===== config.mk =====
export PLATFORM = sky130hd
export DESIGN_NAME = button_debouncer
export DESIGN_NICKNAME = d
export VERILOG_FILES = /design/src/rtl/button_debouncer_pkg.sv /design/src/rtl/button_debouncer_sync_2ff.sv /design/src/rtl/button_debouncer.sv
export SDC_FILE = /design/constraint.sdc
export NUM_CORES = 1
export LEC_CHECK = 0
export BUFFER_PORTS_ARGS = -buffer_cell sky130_fd_sc_hd__buf_2
export CAP_MARGIN = 20
export CELL_PAD_IN_SITES_DETAIL_PLACEMENT = 0
export CELL_PAD_IN_SITES_GLOBAL_PLACEMENT = 1
export CORE_MARGIN = 2
export CORE_UTILIZATION = 49
export DETAILED_ROUTE_END_ITERATION = 12
export GPL_TIMING_DRIVEN = 0
export MAX_ROUTING_LAYER = met4
export PLACE_DENSITY = 0.85
export SLEW_MARGIN = 20
export SYNTH_ARGS = -nofsm -noshare
export SYNTH_HDL_FRONTEND = slang
export SYNTH_HIERARCHICAL = 1
export SYNTH_SLANG_ARGS = --single-unit

===== constraint.sdc =====
create_clock -name clk -period 7 [get_ports clk]
set_input_delay 1.05 -clock clk [delete_from_list [all_inputs] [get_ports clk]]
set_output_delay 1.05 -clock clk [all_outputs]
set_load 0.005 [all_outputs]

===== src/rtl/button_debouncer_pkg.sv =====
// Shared types and constants for the push-button conditioning path.
// Clock rate and the 50 ms debounce default live here so other pin inputs agree.
package button_debouncer_pkg;

    localparam int CLK_HZ        = 50_000_000;
    localparam int DEBOUNCE_50MS = CLK_HZ / 20;

    typedef enum logic [1:0] {
        REL_STABLE = 2'd0,
        PRESS_WAIT = 2'd1,
        PRS_STABLE = 2'd2,
        REL_WAIT   = 2'd3
    } debounce_state_t;

endpackage


===== src/rtl/button_debouncer_sync_2ff.sv =====
// Generic 1-bit two-flop synchronizer with synchronous active-high reset to 0.
// Shared by every asynchronous pin input, not only the button.
module sync_2ff (
    input  logic clk,
    input  logic reset,
    input  logic d,
    output logic q
);

    logic s1;

    always_ff @(posedge clk) begin
        if (reset) begin
            s1 <= 1'b0;
            q  <= 1'b0;
        end else begin
            s1 <= d;
            q  <= s1;
        end
    end

endmodule


===== src/rtl/button_debouncer.sv =====
// Debounces a raw push-button into a clean level plus one-cycle press/release pulses.
// Optional macro BTN_DEBOUNCE_PRESS_CNT_EN adds an 8-bit wrapping press_count output.
module button_debouncer
    import button_debouncer_pkg::*;
#(
    parameter int DEBOUNCE_CYCLES = DEBOUNCE_50MS,
    parameter bit ACTIVE_LOW      = 1'b1
) (
    input  logic       clk,
    input  logic       reset,
    input  logic       btn_raw,
    output logic       btn_level,
    output logic       btn_rise,
    output logic       btn_fall
`ifdef BTN_DEBOUNCE_PRESS_CNT_EN
    ,
    output logic [7:0] press_count
`endif
);

    localparam int CW = $clog2(DEBOUNCE_CYCLES + 1);
    localparam logic [CW-1:0] CNT_ONE = CW'(1);
    localparam logic [CW-1:0] CNT_MAX = CW'(DEBOUNCE_CYCLES);

    logic            btn_pressed;
    logic            s2;
    debounce_state_t state, state_n;
    logic [CW-1:0]   cnt, cnt_n;
    logic            level_n, rise_n, fall_n;

    assign btn_pressed = btn_raw ^ ACTIVE_LOW;

    sync_2ff u_sync (
        .clk   (clk),
        .reset (reset),
        .d     (btn_pressed),
        .q     (s2)
    );

    // cnt holds how many consecutive cycles s2 has disagreed with the accepted
    // level, including the cycle that left the STABLE state; reaching
    // DEBOUNCE_CYCLES accepts the new level.
    always_comb begin
        state_n = state;
        cnt_n   = cnt;
        level_n = btn_level;
        rise_n  = 1'b0;
        fall_n  = 1'b0;
        unique case (state)
            REL_STABLE: begin
                cnt_n = '0;
                if (s2) begin
                    if (CNT_ONE == CNT_MAX) begin
                        state_n = PRS_STABLE;
                        level_n = 1'b1;
                        rise_n  = 1'b1;
                    end else begin
                        state_n = PRESS_WAIT;
                        cnt_n   = CNT_ONE;
                    end
                end
            end
            PRESS_WAIT: begin
                if (!s2) begin
                    state_n = REL_STABLE;
                    cnt_n   = '0;
                end else if ((cnt + CNT_ONE) == CNT_MAX) begin
                    state_n = PRS_STABLE;
                    cnt_n   = '0;
                    level_n = 1'b1;
                    rise_n  = 1'b1;
                end else begin
                    cnt_n = cnt + CNT_ONE;
                end
            end
            PRS_STABLE: begin
                cnt_n = '0;
                if (!s2) begin
                    if (CNT_ONE == CNT_MAX) begin
                        state_n = REL_STABLE;
                        level_n = 1'b0;
                        fall_n  = 1'b1;
                    end else begin
                        state_n = REL_WAIT;
                        cnt_n   = CNT_ONE;
                    end
                end
            end
            REL_WAIT: begin
                if (s2) begin
                    state_n = PRS_STABLE;
                    cnt_n   = '0;
                end else if ((cnt + CNT_ONE) == CNT_MAX) begin
                    state_n = REL_STABLE;
                    cnt_n   = '0;
                    level_n = 1'b0;
                    fall_n  = 1'b1;
                end else begin
                    cnt_n = cnt + CNT_ONE;
                end
            end
            default: begin
                state_n = REL_STABLE;
                cnt_n   = '0;
                level_n = 1'b0;
            end
        endcase
    end

    always_ff @(posedge clk) begin
        if (reset) begin
            state     <= REL_STABLE;
            cnt       <= '0;
            btn_level <= 1'b0;
            btn_rise  <= 1'b0;
            btn_fall  <= 1'b0;
        end else begin
            state     <= state_n;
            cnt       <= cnt_n;
            btn_level <= level_n;
            btn_rise  <= rise_n;
            btn_fall  <= fall_n;
        end
    end

`ifdef BTN_DEBOUNCE_PRESS_CNT_EN
    // Steps on the same edge that raises btn_rise; wraps 255 -> 0.
    always_ff @(posedge clk) begin
        if (reset) begin
            press_count <= 8'd0;
        end else if (rise_n) begin
            press_count <= press_count + 8'd1;
        end
    end
`endif

endmodule


# Word level (Yosys, flattened, before mapping)

Index checks and enable logic that the tools add are counted.

$add $sub $neg: 1
Equality and inequality tests: 12
Muxes and demuxes: 19
Bitwise operators: 4
Reduce and logical (&&, ||, !) cells: 6

Operator list:

| kind                                                             | count |
|---|---|
| 22-bit case mux with 4 select lines                              | 1 |
| 22-bit 2-to-1 mux                                                | 3 |
| 22-bit by 1-bit adder with 22-bit output (second input constant) | 1 |
| 22-bit == test (second input constant)                           | 1 |
| 2-bit 2-to-1 mux                                                 | 6 |
| 2-bit != test (second input constant)                            | 4 |
| 2-bit case mux with 4 select lines                               | 1 |
| 1-bit 2-to-1 mux                                                 | 7 |
| 3-bit OR reduction                                               | 2 |
| 5-bit AND reduction                                              | 1 |
| 2-bit == test (second input constant)                            | 2 |
| 2-bit by 1-bit != test with 1-bit output (second input constant) | 2 |
| 1-bit inverter                                                   | 4 |
| 4-bit AND reduction                                              | 1 |
| 3-bit by 2-bit != test with 1-bit output (second input constant) | 1 |
| 3-bit != test (second input constant)                            | 1 |
| 2-bit by 1-bit == test with 1-bit output (second input constant) | 1 |
| 2-bit zero test                                                  | 1 |
| 1-bit case mux with 2 select lines                               | 1 |
| 2-bit nonzero test                                               | 1 |

Register bits after elaboration: 29
Input bits: 3
Output and inout bits: 3
Logic and storage cells: 49

# Depth between registers and ports, before layout

Depth in word-level cells: 5
Mapped depth: 8
Gate-level depth less buffers: 7

# Cells and area by module

The synthesis kept the hierarchy.

Modules (own cells, without submodules):

| module           | instances | cells each | area each (µm²) | sequential area each (µm²) |
|---|---|---|---|---|
| button_debouncer | 1         | 161        | 1,412.6         | 540.5 |
| sync_2ff         | 1         | 4          | 52.6            | 40.0 |

# Worst setup path after synthesis

OpenSTA, ideal clock, no wires.

Path type: register to register
Start: register cnt[0]
End: register cnt[2]
Setup time: 115 ps
Arrival time: 2,240 ps
Data required time: 6,885 ps
Setup slack: 4,645 ps
Cell stages (with the launch flop): 9
Path buffers: 1
Clock period less this slack: 2,355 ps
Cell sequence: dfxtp_1 > ha_1 > nand3_4 > or4_1 > a221oi_2 > nand4_2 > o21bai_2 > buf_6 > nor2_1

Word-level cells in the longest chain between the ends: 5
Elaborated cells between the ends (all ways): 6
Classes of those cells: add/sub: 1; eq/ne: 1; mux: 4

RTL lines:

| what                                         | line                                           | RTL |
|---|---|---|
| from (decl)                                  | button_debouncer.sv:28                         | `logic [CW-1:0] cnt, cnt_n;` |
| from (signal assigned)                       | button_debouncer.sv:119                        | `cnt <= cnt_n;` |
| 22-bit by 1-bit adder with 22-bit output (*) | n/a                                            |  |
| 22-bit == test                               | button_debouncer.sv:67, button_debouncer.sv:93 |  |
| 22-bit 2-to-1 mux (*)                        | button_debouncer.sv:67, button_debouncer.sv:93 |  |
| 22-bit 2-to-1 mux, on equally long branches  | button_debouncer.sv:90, button_debouncer.sv:64 |  |
| 22-bit case mux with 4 select lines (*)      | button_debouncer.sv:49                         | `unique case (state)` |

Every way passes the cells marked *; elsewhere a longest branch is shown, timed or not.
A chain may end at the register's enable or synchronous reset.

# Worst setup path after layout

Start: register cnt[0]
End: register cnt[4]

The elaborated chain is that of the path after synthesis.

==> flow_summary_export.csv <==
group,metric,value,unit
clock_tree,clockBufferDepth,2,
yosys,synth_top_area_cell,"dfxtp_1",
hold_path,min_from,"u_sync/s1",
sta,min_period,2.79,ns
yosys,synth_seq_area_share,39.6,%
yosys,synth_common_cells,"dfxtp_1 (29), nor2_1 (21), nand2_1 (11)",
sta,finClkSkew,0.00729,ns
yosys,avgSynthCellArea,8.88,sq um
routing,drt_iter0_markers,40,
global_route,antenna_found_initial,0,
routing,wl_per_cell,13.5,um
routing,ant_nets,0,
global_route,grt_overflow,0,
die,die_y,58.7,um
run,maxCapViolCount,0,
global_route,grt_pass1_vias,1116,
clock_tree,cts_resized,0,
place,io_buffer_count,5,
global_route,grt_usage,19.3,%
layout,num_antenna_cells,0,
setup_path,reg2reg_depth,8,
die,die_area,3440,sq um
die,fp.dieW,58.7,um
setup_path,crit_path_max_incr_delay,0.57,ns
layout,drive_gt1_share,15.7,%
yosys,synthArstFlopShare,0,%
setup_path,critPathSlowestCell,"or4_1",
hold_path,worstHoldPathType,"reg2reg",
clock_tree,cts_setup_buffers,0,
place,dp.cells,201,
routing,met1_length,1350,um
clock_tree,htreeDepth,2,
run_status,status,"completed",
yosys,synth_edf_count,0,
sta,setup_tns,0,ns
routing,route.detailed.drc,0,
clock_tree,cts_hold_buf,0,
die,core_area,2810,sq um
sta,fin_crit_sh,39.8,%
yosys,synth_ff_type,"dfxtp_1",
sta,drv_slew,0,
clock_tree,clock_latency,0.33,ns
sta,max-slew-margin-rel,59.4,%
routing,wl_met3,73,um
routing,route.met2.wl,1370,um
setup_path,crit_fanout,10,
routing,routed_wl,2830,um
sta,hold_ws,0.456,ns
yosys,ys_ff_latch,29,
yosys,synthDominantCellAreaShare,39.6,%
yosys,netlist_instances,165,
sta,tightest_slew,0.604,ns
yosys,synth_most_common_cell,"dfxtp_1",
power_and_ir_drop,peakVddDrop,0.123,mV
clock_tree,clockRootBuffer,"clkbuf_4",
yosys,synth_cell_types,46,
global_route,grt_max_degree,11,
die,start_util,52.2,%
setup_path,critical_path_class,"reg2reg",
yosys,netlist_top_cells_area,"dfxtp_1 (40%), nor2_1 (5.4%), xnor2_1 (5.4%), xor2_1 (5.4%), nand3_1 (3.4%)",
routing,drt_pre_antenna_iters,4,
setup_path,timing.rr.start,"cnt[0]",
yosys,syn-cell-area,1470,sq um
setup_path,cp.arrival,3.02,ns
clock_tree,clk_pin_slew,0.09,ns
global_route,grt_pass1_wl,4800,um
routing,vias,1192,
setup_path,crit_family,"simple AND/OR/NAND/NOR gates",
place,routabilityCongestion,0.784,
routing,viasPerCell,5.70,
layout,fin_nets,181,
yosys,syn-num-nets,169,
setup_path,path_depth,8,
die,fp-row-count,19,
setup_path,critPathRequiredTime,7.23,ns
yosys,yosysWarnings,6,
setup_path,startpoint_type,"register",
sta,hold_viol,0,
sta,rsz0062_at_grt,"false",
layout,synthToLayoutAreaGrowth,10.2,%
setup_path,r2r_slack,4.21,ns
clock_tree,cts_tree,"built",
die,floorplan.io_pins,6,
sta,max_freq,359,MHz
hold_path,whs_endpoint,"u_sync/q",
power_and_ir_drop,total_leakage_power,0.502,nW
hold_path,holdPathStages,1,
setup_path,end_kind,"register",
place,dp_hpwl,2100,um
sta,setup_viol,0,
setup_path,r2r-end,"cnt[4]",
setup_path,critPathBufInv,1,
layout,fin_cells,209,
power_and_ir_drop,p_per_area,193,nW/um^2
routing,top_layer,"met4",
clock_tree,numCtsBuffers,5,
clock_tree,cts_sinks,29,
setup_path,critical_path.cell_chain,"ha_1 -> nand3_4 -> or4_1 -> a221oi_2 -> nand4_2 -> o21bai_2 -> buf_6 -> nor2_1",
registers in the layout, indices dropped and copies added (netlist names), named ones only:
name / count
btn_level: 1
btn_rise: 1
u_sync/s1: 1
btn_fall: 1
cnt: 22
state: 1
u_sync/q: 1
cell type report:
| type | instances | area, sq um |
|---|---|---|
| inverters | 4 | 15.0 |
| plain buffers | 7 | 52.6 |
| multi-input cells | 125 | 817 |
| fillers | 256 | 1190 |
| well taps | 31 | 38.8 |
| flip-flops and latches | 29 | 581 |
| repair buffers | 5 | 25.0 |
| clock buffers | 7 | 55.1 |
| clock inverters | 1 | 30.0 |
cells by family (layout without fill, tap and decap cells):
group,count (synthesis),in the layout,share of synthesized area (%)
AOI/OAI and AO/OA,22,22,10.9
xor gates and xnor gates,18,18,10.8
adders and majority gates,1,1,0.854
buffers and inverters,11,24,4.61
DFF,29,29,39.6
muxes,2,2,1.37
and+or+nand+nor,82,82,31.9
worst max-delay path by stage:
| stage | to | slack (ns) | from |
|---|---|---|---|
| finish | cnt[4] | 4.21 | cnt[0] |
| global placement | cnt[21] | 4.29 | cnt[0] |
| CTS | cnt[21] | 4.22 | cnt[0] |
| global route | cnt[21] | 4.05 | cnt[0] |
| floorplan | cnt[2] | 4.65 | cnt[0] |
| detailed placement | cnt[6] | 4.26 | cnt[0] |
stage by stage:
step / instance area, sq um / util [%] / total power [mW] / worst slack, ns
floorplan: 1470 / - / 0.171 / 4.65
detailed placement: 1530 / 54.5 / 0.173 / 4.26
finish: 1610 / 57.5 / 0.312 / 4.21
global placement: 1530 / 54.5 / 0.173 / 4.29
global route: 1610 / 57.5 / 0.321 / 4.05
CTS: 1610 / 57.5 / 0.314 / 4.22
routing by layer:
| layer | GRT usage, % | up-vias |
|---|---|---|
| met5 | - | - |
| met4 | 7.14 | 0 |
| met3 | 5.27 | 5 |
| met2 | 31.1 | 7 |
| met1 | 23.0 | 565 |
| li1 | - | 615 |
layout by cell type, fill, tap and decap left out, types with 2 or more instances in the layout:
cell	synthesis	final
a21oi_1	5	5
and3_1	4	4
buf_2	0	5
buf_4	5	5
clkbuf_1	1	2
clkbuf_4	0	5
dfxtp_1	29	29
inv_1	4	4
mux2i_1	2	2
nand2_1	11	11
nand2b_1	3	3
nand3_1	10	10
nand3b_1	2	2
nand4_1	5	5
nor2_1	21	21
nor2b_1	3	3
nor3_1	5	5
nor4_1	3	3
o21ai_0	3	3
o31ai_1	2	2
or3_1	2	2
or4_1	3	3
xnor2_1	9	9
xor2_1	9	9
where the power goes:
| part | internal (mW) | switching, mW | total, mW | leakage [nW] |
|---|---|---|---|---|
| Sequential | 0.166 | 0.000616 | 0.166 | 0.234 |
| Clock | 0.0852 | 0.0577 | 0.143 | 0.0455 |
| Combinational | 0.00135 | 0.00137 | 0.00273 | 0.223 |
No activity file was read; power rests on OpenSTA's default activity.
